$ cat src/rtl/puf_frame_tx.sv
//==============================================================================
// Module      : puf_frame_tx
// Description : Serialises a captured PUF response frame onto an idle-high
//               line as start bit, LSB-first payload (normal or debug
//               length), even parity bit and stop bit, paced by bit_tick.
// Revision    : 1.0 - initial release
//==============================================================================
`default_nettype none

module puf_frame_tx #(
  parameter int FRAM_SIZE = 160,
  parameter int NORM_MOD  = 34,
  parameter int DEBUG_MOD = 133,
  parameter int CNT_W     = 8
) (
  input  logic                 clk,
  input  logic                 rst_n,
  input  logic                 frame_valid,
  output logic                 frame_ready,
  input  logic [FRAM_SIZE-1:0] frame_data,
  input  logic                 debug_mode,
  input  logic                 bit_tick,
  output logic                 tx_out,
  output logic                 tx_busy,
  output logic                 frame_done
);

  localparam logic [2:0] c_IDLE   = 3'd0;
  localparam logic [2:0] c_START  = 3'd1;
  localparam logic [2:0] c_DATA   = 3'd2;
  localparam logic [2:0] c_PARITY = 3'd3;
  localparam logic [2:0] c_STOP   = 3'd4;

  // Index of the final payload bit for each frame flavour.
  localparam logic [CNT_W-1:0] c_NORM_LAST = CNT_W'(NORM_MOD - 1);
  localparam logic [CNT_W-1:0] c_DBG_LAST  = CNT_W'(DEBUG_MOD - 1);
  localparam logic [FRAM_SIZE-1:0] c_ONE_HOT0 = FRAM_SIZE'(1);

  logic [2:0]           r_state;
  logic [CNT_W-1:0]     r_cnt;
  logic [FRAM_SIZE-1:0] r_shadow;
  logic                 r_dbg;
  logic                 r_par;
  logic                 r_tx;
  logic                 r_done;

  logic [CNT_W-1:0]     w_last;
  logic [CNT_W-1:0]     w_cnt_nxt;
  logic                 w_next_bit;
  logic                 w_accept;

  // Length is taken from the captured mode, never from the live input.
  assign w_last    = r_dbg ? c_DBG_LAST : c_NORM_LAST;
  assign w_cnt_nxt = r_cnt + CNT_W'(1);
  // Bit that goes on the line after the current one; a mask keeps every
  // shadow bit in use regardless of the counter width.
  assign w_next_bit = |(r_shadow & (c_ONE_HOT0 << w_cnt_nxt));

  // Ready is held low while reset is applied even though the state is IDLE.
  assign frame_ready = rst_n && (r_state == c_IDLE);
  assign w_accept    = frame_valid && frame_ready;
  assign tx_busy     = (r_state != c_IDLE);
  assign tx_out      = r_tx;
  assign frame_done  = r_done;

  // Frame sequencer: state, bit counter, shadow copy, running parity, line.
  always_ff @(posedge clk or negedge rst_n) begin
    if (!rst_n) begin
      r_state  <= c_IDLE;
      r_cnt    <= '0;
      r_shadow <= '0;
      r_dbg    <= 1'b0;
      r_par    <= 1'b0;
      r_tx     <= 1'b1;
      r_done   <= 1'b0;
    end else begin
      r_done <= 1'b0;
      case (r_state)
        c_IDLE: begin
          r_tx <= 1'b1;
          if (w_accept) begin
            r_shadow <= frame_data;
            r_dbg    <= debug_mode;
            r_cnt    <= '0;
            r_par    <= 1'b0;
            r_tx     <= 1'b0;
            r_state  <= c_START;
          end
        end
        c_START: begin
          if (bit_tick) begin
            r_state <= c_DATA;
            r_tx    <= r_shadow[0];
            r_par   <= r_shadow[0];
          end
        end
        c_DATA: begin
          if (bit_tick) begin
            if (r_cnt == w_last) begin
              // r_par already contains the last bit put on the line.
              r_state <= c_PARITY;
              r_tx    <= r_par;
            end else begin
              r_cnt <= w_cnt_nxt;
              r_tx  <= w_next_bit;
              r_par <= r_par ^ w_next_bit;
            end
          end
        end
        c_PARITY: begin
          if (bit_tick) begin
            r_state <= c_STOP;
            r_tx    <= 1'b1;
          end
        end
        c_STOP: begin
          if (bit_tick) begin
            r_state <= c_IDLE;
            r_tx    <= 1'b1;
            r_done  <= 1'b1;
          end
        end
        default: begin
          r_state <= c_IDLE;
          r_tx    <= 1'b1;
        end
      endcase
    end
  end

endmodule

`default_nettype wire

$ cat config.mk
export PLATFORM = sky130hd
export DESIGN_NAME = puf_frame_tx
export DESIGN_NICKNAME = d
export VERILOG_FILES = /design/src/rtl/puf_frame_tx.sv
export SDC_FILE = /design/constraint.sdc
export NUM_CORES = 1
export LEC_CHECK = 0
export ABC_AREA = 1
export CAP_MARGIN = 20
export CORE_MARGIN = 3
export CORE_UTILIZATION = 57
export CTS_CLUSTER_SIZE = 40
export DETAILED_ROUTE_END_ITERATION = 12
export GPL_TIMING_DRIVEN = 0
export PLACE_DENSITY = 0.86
export REMOVE_ABC_BUFFERS = 1
export SYNTH_ARGS = -nofsm -noshare
export SYNTH_HDL_FRONTEND = slang
export SYNTH_SLANG_ARGS = --single-unit
$ cat constraint.sdc
create_clock -name clk -period 5.9 [get_ports clk]
set_input_delay 1.18 -clock clk [delete_from_list [all_inputs] [get_ports clk]]
set_output_delay 1.18 -clock clk [all_outputs]
set_load 0.02 [all_outputs]
# Word-level counts from Yosys, hierarchy flattened
# Index checks and enable logic that the tools add are counted.
# Widths: inputs -> output; s select.
[word_totals] reg_bits=175 elab_cells=61
[classes] addsub=1 eq_ne=13 n_shift=1 n_mux=24 n_bitwise=2 n_reduce_logical=13
[op_table] operator="$and 160x160->160" count=1
[op_table] operator="$reduce_or 160->1" count=1
[op_table] operator="$shl 1x8->160 const A" count=1
[op_table] operator="$mux 8" count=4
[op_table] operator="$mux 3" count=6
[op_table] operator="$pmux 8 s2" count=1
[op_table] operator="$pmux 3 s5" count=1
[op_table] operator="$ne 2x2->1 const B" count=7
[op_table] operator="$mux 1" count=10
[op_table] operator="$add 8x1->8 const B" count=1
[op_table] operator="$eq 8x8->1" count=1
[op_table] operator="$eq 3x2->1 const B" count=2
[op_table] operator="$reduce_and 6->1" count=1
[op_table] operator="$reduce_bool 3->1" count=2
[op_table] operator="$reduce_and 5->1" count=1
[op_table] operator="$pmux 1 s4" count=1
[op_table] operator="$reduce_and 4->1" count=1
[op_table] operator="$eq 3x1->1 const B" count=1
[op_table] operator="$eq 3x3->1 const B" count=1
[op_table] operator="$logic_not 3->1" count=1
[op_table] operator="$pmux 1 s3" count=1
[op_table] operator="$reduce_and 3->1" count=1
[op_table] operator="$logic_and 1x1->1" count=2
[op_table] operator="$ne 2x1->1 const B" count=1
[op_table] operator="other kinds (4)" count=4

# Logic depth before layout (Yosys ltp)
# Gate-level depths: netlist (run 1).
[logic_depth] ltp_word=8 mapped_depth=21 depth_no_buf=20

# Least setup slack after synthesis (run 1)
# OpenSTA, ideal clock, no wires.
[synth_path] kind="in2out" from="in rst_n" to="out frame_ready" t_arrival_ns=1.523 required_ns=4.720 setup_slack_ns=3.197 cell_stages=2 cell_sequence="inv_1 nor2_1"
[synth_between] elab_chain_cells=1
[synth_lines] item="start, declared" line="17" rtl="input logic rst_n,"
[synth_lines] item="$logic_and 1x1->1" line="60" rtl="assign frame_ready = rst_n && (r_state == c_IDLE);"
[synth_lines] item="end, declared" line="19" rtl="output logic frame_ready,"
# Every way passes these cells.

# Worst setup path after layout (run 1)
[layout_path] from="in rst_n" to="reg r_cnt[7]"
[layout_between] elab_chain_cells=4
[layout_lines] item="$logic_and 1x1->1" line="60"
[layout_lines] item="$logic_and 1x1->1" line="61" rtl="assign w_accept = frame_valid && frame_ready;"
[layout_lines] item="$ne 2x2->1 (no line)"
[layout_lines] item="$reduce_and 4->1 (no line)"
[layout_lines] item="end signal, assigned" line="104" rtl="r_cnt <= w_cnt_nxt;"
[layout_lines] item="end, declared" line="40" rtl="logic [CNT_W-1:0] r_cnt;"
# Every way passes these cells.
# A chain may end at the register's enable or synchronous reset.

==> results_dict.tcl, run 1 <==
set metrics [dict create \
    slew_viol_final 0 \
    nets 1616 \
    r2r_slack_ns 1.91 \
    die_x_um 133 \
    clk_latency_ns 0.44 \
    die_area_sq_um 17600 \
    powerDensity_nw_per_um2 382 \
    cts_max_path_buffers 2 \
    wl_per_cell_um 16.1 \
    clk_pin_slew_ns 0.07 \
    drt_iter0_markers 990 \
    clockRootBuffer "clkbuf_16" \
    place_congestion 0.945 \
    relSlewSlack_pct 41.1 \
    pwr-share-comb_pct 27.0 \
    hold_slack_ns 0.480 \
    ant_nets 0 \
    ys_async_sr_fraction_pct 100 \
    swShare_pct 35.0 \
    cp-endpoint "r_cnt[7]$_DFFE_PN0P_" \
    pwr-share-seq_pct 47.1 \
    io_pins 169 \
    antenna_found_initial 0 \
    worst_slew_pin_slew_ns 0.884 \
    start_util_pct 59.2 \
    status "complete, no violations" \
    peakVddDrop_mv 0.217 \
    cts_tree "yes" \
    cp.required_ns 6.17 \
    numCtsBuffers 17 \
    crit_fanout 94 \
    reg2reg_depth 17 \
    yosysMostFrequentCell "nand2_1" \
    synth_seq_area_share_pct 47.9 \
    cp-end-kind "register" \
    power_uw 4370 \
    max_stage_delay_ns 0.74 \
    timing_worst_setup_path_type "in2reg" \
    p_sw_uw 1530 \
    setup_viol 0 \
    synth_seq_cells 175 \
    rsz0062_at_grt "no" \
    num_antenna_cells 0 \
    yosys-top-cells-area "dfrtp_1, nand2_1, nand3_1" \
    synth.top_cells.by_count "nand2_1, dfrtp_1, nor2_1, nand3_1, inv_1" \
    synth-main-ff-cell "dfrtp_1" \
    grt_util_all_layers_pct 30.9 \
    power.leakage_uw 0.00607 \
    final_core_util_pct 74.2 \
    grt_pass1_wl_mm 43.4 \
    design_area_sq_um 11400 \
    postCtsSetupRepairBufs 0 \
    layout-drive-gt1-share_pct 3.63 \
    ctsResizeCount 0 \
    hold_buffers 0 \
    dpl.hpwl_mm 18.2 \
    port-buffer-count 168 \
    synth_top_area_cell "dfrtp_1" \
    routed_wl_mm 26.9 \
    internal_power_uw 2840 \
    crit_path_start "rst_n" \
    worstPathArrival_ns 4.63 \
    synth.cell_area_sq_um 9140 \
    rr_endpoint "r_par$_DFFE_PN0P_" \
    grt_pass1_vias 8635 \
    synth_area_per_cell_sq_um 6.92 \
    yosys_warnings 0 \
    clock_power_share_pct 25.9 \
    synth_cell_types 32 \
    slowest_stage "inv_4" \
    hold_class "reg2reg" \
    clock-sinks 175 \
    placedInstanceArea_sq_um 10900 \
    maxCapViolCount 0 \
    finalSetupTns_ns 0 \
    cp_cell_sequence "buf_8 > buf_16 > inv_1 > nor2_1 > nand2_4 > inv_4 > nor2_1 > a21oi_1 > inv_1 > nor2_1 > nand2_1 > inv_1 > o22ai_1" \
    dr.pass1.iters 6 \
    rows 45 \
    start_kind "input pin" \
    finalCritPeriodShare_pct 73.8 \
    finalHoldViolCount 0 \
    vias_per_cell 5.49 \
    fin_crit_ns 4.35 \
    synth_edf_count 0 \
    grt_max_degree 95 \
    area_growth_pct 25.2 \
    synthCells 1321 \
    drc 0 \
    worstReg2RegStart "r_cnt[0]$_DFFE_PN0P_" \
    grt.overflow.total 0 \
    fin_skew_ns 0.00875 \
    fmax_ghz 0.230 \
    synth_top_area_share_pct 47.6 \
    die_h_um 133 \
    h-tree-depth 4 \
    core-area_sq_um 15400 \
    vias 9170 \
]
==> flip-flops by register name, summed over array words and instances, names as in the netlist <==
signal,flops
r_cnt,8
r_shadow,160
tx_out,1
frame_done,1
r_dbg,1
r_state,3
r_par,1
==> final cells by class <==
type | instances | area [sq um]
fillers | 1255 | 3980
repair buffers | 171 | 1770
well taps | 211 | 264
multi-input cells | 1032 | 4260
clock buffers | 20 | 447
clock inverters | 12 | 134
flip-flops and latches | 175 | 4380
inverters | 49 | 189
==> critical path: cells and delay by family <==
kind	cells	cell delay [ns]
buffers and inverters	6	1.97
AND/OR/NAND/NOR	5	1.13
AO/OA/AOI/OAI	2	0.27
==> metrics by stage <==
step	cells	setup WS [ns]
6_report	1670	1.55
5_1_grt	1670	1.07
4_1_cts	1670	1.48
3_5_place_dp	1638	1.03
3_3_place_gp	1635	-11.32
2_1_floorplan	1256	-1.93
==> layer usage <==
metal	track usage [%]	up-vias	share of wire (%)
met2	48.3	475	48
met3	5.93	76	8.4
met4	14.3	0	3.9
li1	-	4361	-
met1	41.9	4258	40
met5	0	-	0
==> layout by cell type (no fill, tap or decap), types with 3 or more instances in the layout <==
cell type / count
nand2_1: 689
o21ai_0: 8
nand2_2: 5
nor2_1: 147
nor2_2: 3
clkinvlp_4: 5
inv_6: 3
nand3_1: 122
nand4_1: 27
buf_16: 3
nor3_1: 4
a21oi_1: 4
o22ai_1: 6
inv_2: 3
dfrtp_1: 174
clkdlybuf4s50_1: 167
clkbuf_16: 17
inv_1: 44
ha_1: 5
==> how the worst min path moves through the flow <==
stage               slack, ns                        end                      start  cells past startpoint
floorplan                0.45   r_shadow[10]$_DFFE_PN0P_   r_shadow[10]$_DFFE_PN0P_                      2
global placement         0.46   r_shadow[88]$_DFFE_PN0P_   r_shadow[88]$_DFFE_PN0P_                      2
detailed placement       0.47   r_shadow[21]$_DFFE_PN0P_   r_shadow[21]$_DFFE_PN0P_                      2
CTS                      0.48  r_shadow[141]$_DFFE_PN0P_  r_shadow[141]$_DFFE_PN0P_                      2
global route             0.50   r_shadow[55]$_DFFE_PN0P_   r_shadow[55]$_DFFE_PN0P_                      2
finish                   0.48   r_shadow[85]$_DFFE_PN0P_   r_shadow[85]$_DFFE_PN0P_                      2
==> power by group through the flow <==
stage / clock (uW) / sequential (uW) / combinational (uW)
final: 1130 / 2060 / 1180
after CTS: 1130 / 2040 / 1180
after detailed placement: 0 / 2050 / 1150
after global placement: 0 / 2030 / 1140
after floorplan: 0 / 1970 / 804
after global routing: 1180 / 2110 / 1350
==> logic make-up (layout without fill, tap and decap cells) <==
logic type                 after synthesis  after routing  synth area share, %
adders and majority gates                5              5                0.685
and+or+nand+nor                       1003           1003                 44.2
AOI/OAI and AO/OA                       24             24                 1.62
DFF                                    175            175                 47.9
buffers and inverters                  114            252                 5.52
No activity file was read; power rests on OpenSTA's default activity.
==> inputs of run 2 (changes only) <==
--- a/config.mk
+++ b/config.mk
@@ -8,11 +8,11 @@
 export ABC_AREA = 1
 export CAP_MARGIN = 20
 export CORE_MARGIN = 3
-export CORE_UTILIZATION = 57
+export CORE_UTILIZATION = 48
 export CTS_CLUSTER_SIZE = 40
 export DETAILED_ROUTE_END_ITERATION = 12
 export GPL_TIMING_DRIVEN = 0
-export PLACE_DENSITY = 0.86
+export PLACE_DENSITY = 0.77
 export REMOVE_ABC_BUFFERS = 1
 export SYNTH_ARGS = -nofsm -noshare
 export SYNTH_HDL_FRONTEND = slang
==> constraint.sdc (replaced) <==
create_clock -name clk -period 3.75 [get_ports clk]
set_input_delay 0.75 -clock clk [delete_from_list [all_inputs] [get_ports clk]]
set_output_delay 0.75 -clock clk [all_outputs]
set_load 0.02 [all_outputs]
==> run 2 against run 1 <==
Against the previous run:
- sequential power is 57% higher
- critical endpoint is now r_par$_DFFE_PN0P_
- core utilization decreased by 11 points
- largest cell class unchanged
- register-to-register slack lost 1.6 ns
==> results_dict.tcl, run 2 (same netlist as run 1, synthesis figures left out) <==
set metrics [dict create \
    die_area_sq_um 20700 \
    finalHoldViolCount 0 \
    clk_latency_ns 0.43 \
    pwr-share-comb_pct 26.6 \
    clockRootBuffer "clkbuf_16" \
    dr.pass1.iters 9 \
    place_congestion 0.899 \
    start_kind "register" \
    power.leakage_uw 0.00609 \
    cts_tree "yes" \
    rr_endpoint "r_par$_DFFE_PN0P_" \
    routed_wl_mm 26.3 \
    vias_per_cell 5.27 \
    postCtsSetupRepairBufs 0 \
    io_pins 169 \
    cts_max_path_buffers 2 \
    timing_worst_setup_path_type "reg2reg" \
    reg2reg_depth 17 \
    clk_pin_slew_ns 0.06 \
    antenna_found_initial 0 \
    worst_slew_pin_slew_ns 0.776 \
    rsz0062_at_grt "no" \
    final_cell_mix "nand2_1, dfrtp_1, clkdlybuf4s50_1" \
    drc 0 \
    wl_per_cell_um 15.6 \
    clock_power_share_pct 26.7 \
    ant_nets 0 \
    rows 49 \
    nets 1616 \
    die_h_um 144 \
    crit_path_start "r_cnt[0]$_DFFE_PN0P_" \
    vias 8886 \
    hold_class "in2async" \
    internal_power_uw 4590 \
    r2r_slack_ns 0.35 \
    die_x_um 144 \
    slew_viol_final 0 \
    worstPathArrival_ns 3.74 \
    setup_viol 0 \
    start_util_pct 49.9 \
    largest-register "r_shadow" \
    core-area_sq_um 18300 \
    power_uw 6930 \
    final_core_util_pct 62.8 \
    swShare_pct 33.7 \
    relSlewSlack_pct 48.2 \
    reg_top3 "r_shadow x160, r_cnt x8, r_state x3" \
    final_common_cell "nand2_1" \
    fin_crit_ns 3.40 \
    cp-endpoint "r_par$_DFFE_PN0P_" \
    final_cell_count_no_fill 1686 \
    h-tree-depth 4 \
    grt_util_all_layers_pct 25.8 \
    largest_reg_flops 160 \
    finalCritPeriodShare_pct 90.5 \
    cp.required_ns 4.10 \
    num_antenna_cells 0 \
    clock-sinks 175 \
    dpl.hpwl_mm 18.5 \
    grt.overflow.total 0 \
    area_growth_pct 26.0 \
    powerDensity_nw_per_um2 602 \
    port-buffer-count 168 \
    finalSetupTns_ns 0 \
    drt_iter0_markers 984 \
    crit_fanout 44 \
    dp.cells 1656 \
    peakVddDrop_mv 0.325 \
    layout-drive-gt1-share_pct 3.43 \
    grt_pass1_vias 8349 \
    pwr-share-seq_pct 46.7 \
    p_sw_uw 2340 \
    numCtsBuffers 17 \
    grt_max_degree 101 \
    maxCapViolCount 0 \
    grt_pass1_wl_mm 41.9 \
    status "complete, no violations" \
    worstReg2RegStart "r_cnt[0]$_DFFE_PN0P_" \
    fmax_ghz 0.295 \
    fin_skew_ns 0.0114 \
    cp-end-kind "register" \
]
run 2: cell count changes in the layout (fill, tap and decap cells not counted):
cell	change
clkbuf_1	+1
inv_4	-2
clkinv_4	+1
clkinv_2	-2
clkinvlp_4	-2
nand2_2	-1
bufinv_16	+2
inv_8	+1
nand2_8	+1
inv_6	-1
run 2: how the worst min path moves through the flow:
stage,start,to,slack (ns),cells after the start
after floorplan,rst_n,frame_done$_DFF_PN0_,0.45,0
after global placement,r_shadow[141]$_DFFE_PN0P_,r_shadow[141]$_DFFE_PN0P_,0.46,2
after detailed placement,r_shadow[49]$_DFFE_PN0P_,r_shadow[49]$_DFFE_PN0P_,0.47,2
after CTS,rst_n,r_shadow[33]$_DFFE_PN0P_,0.31,1
after global routing,rst_n,r_shadow[57]$_DFFE_PN0P_,0.33,1
final,rst_n,r_shadow[57]$_DFFE_PN0P_,0.28,1
run 2: timing repair:
item	4_1_cts	5_1_grt
endpoints found under the setup margin	0	10
hold buffers	0	0
gates resized for setup	0	5
run 2: final cells by class:
cell class,count,area [sq um]
well taps,229,287
multi-input cells,1032,4280
clock inverters,9,160
flip-flops and latches,175,4380
repair buffers,171,1770
clock buffers,21,450
fillers,1641,6810
inverters,49,196
run 2: routing by layer:
| metal | vias to the layer above | wire (um) | global-route usage, % |
|---|---|---|---|
| li1 | 4366 | - | - |
| met1 | 4031 | 11300 | 35.7 |
| met2 | 420 | 12300 | 40.3 |
| met3 | 69 | 1900 | 5.39 |
| met4 | 0 | 835 | 9.86 |
| met5 | - | 0 | 0 |
run 2: through the flow:
step | setup WS [ns] | hold slack (ns) | instance area [sq um]
floorplan | -3.67 | 0.449 | 8820
global placement | -13.37 | 0.462 | 10800
detailed placement | -0.160 | 0.465 | 10900
CTS | 0.00767 | 0.309 | 11500
global route | 0.0253 | 0.330 | 11500
finish | 0.355 | 0.283 | 11500
run 2: worst max-delay path, cell delays in order (launching register included):
cell and delay, ns:
dfrtp_1 0.63, ha_1 0.33, nand2_1 0.13, nor2_2 0.19, nand2_1 0.11, nand2_4 0.36, inv_8 0.18, nor3_1 0.47
nand2_1 0.09, nand2_1 0.09, nor2_1 0.05, nand2_1 0.06, nor2_1 0.05, nand3_1 0.06, nand2_1 0.12, nand3_1 0.11
nand3_1 0.08, a21oi_1 0.15
run 2: power by group through the flow:
stage / clock, uW / combinational (uW) / sequential (uW)
2_1_floorplan: 0 / 1260 / 3090
3_3_place_gp: 0 / 1800 / 3230
3_5_place_dp: 0 / 1820 / 3240
4_1_cts: 1870 / 1850 / 3230
5_1_grt: 1960 / 2120 / 3330
6_report: 1850 / 1840 / 3240
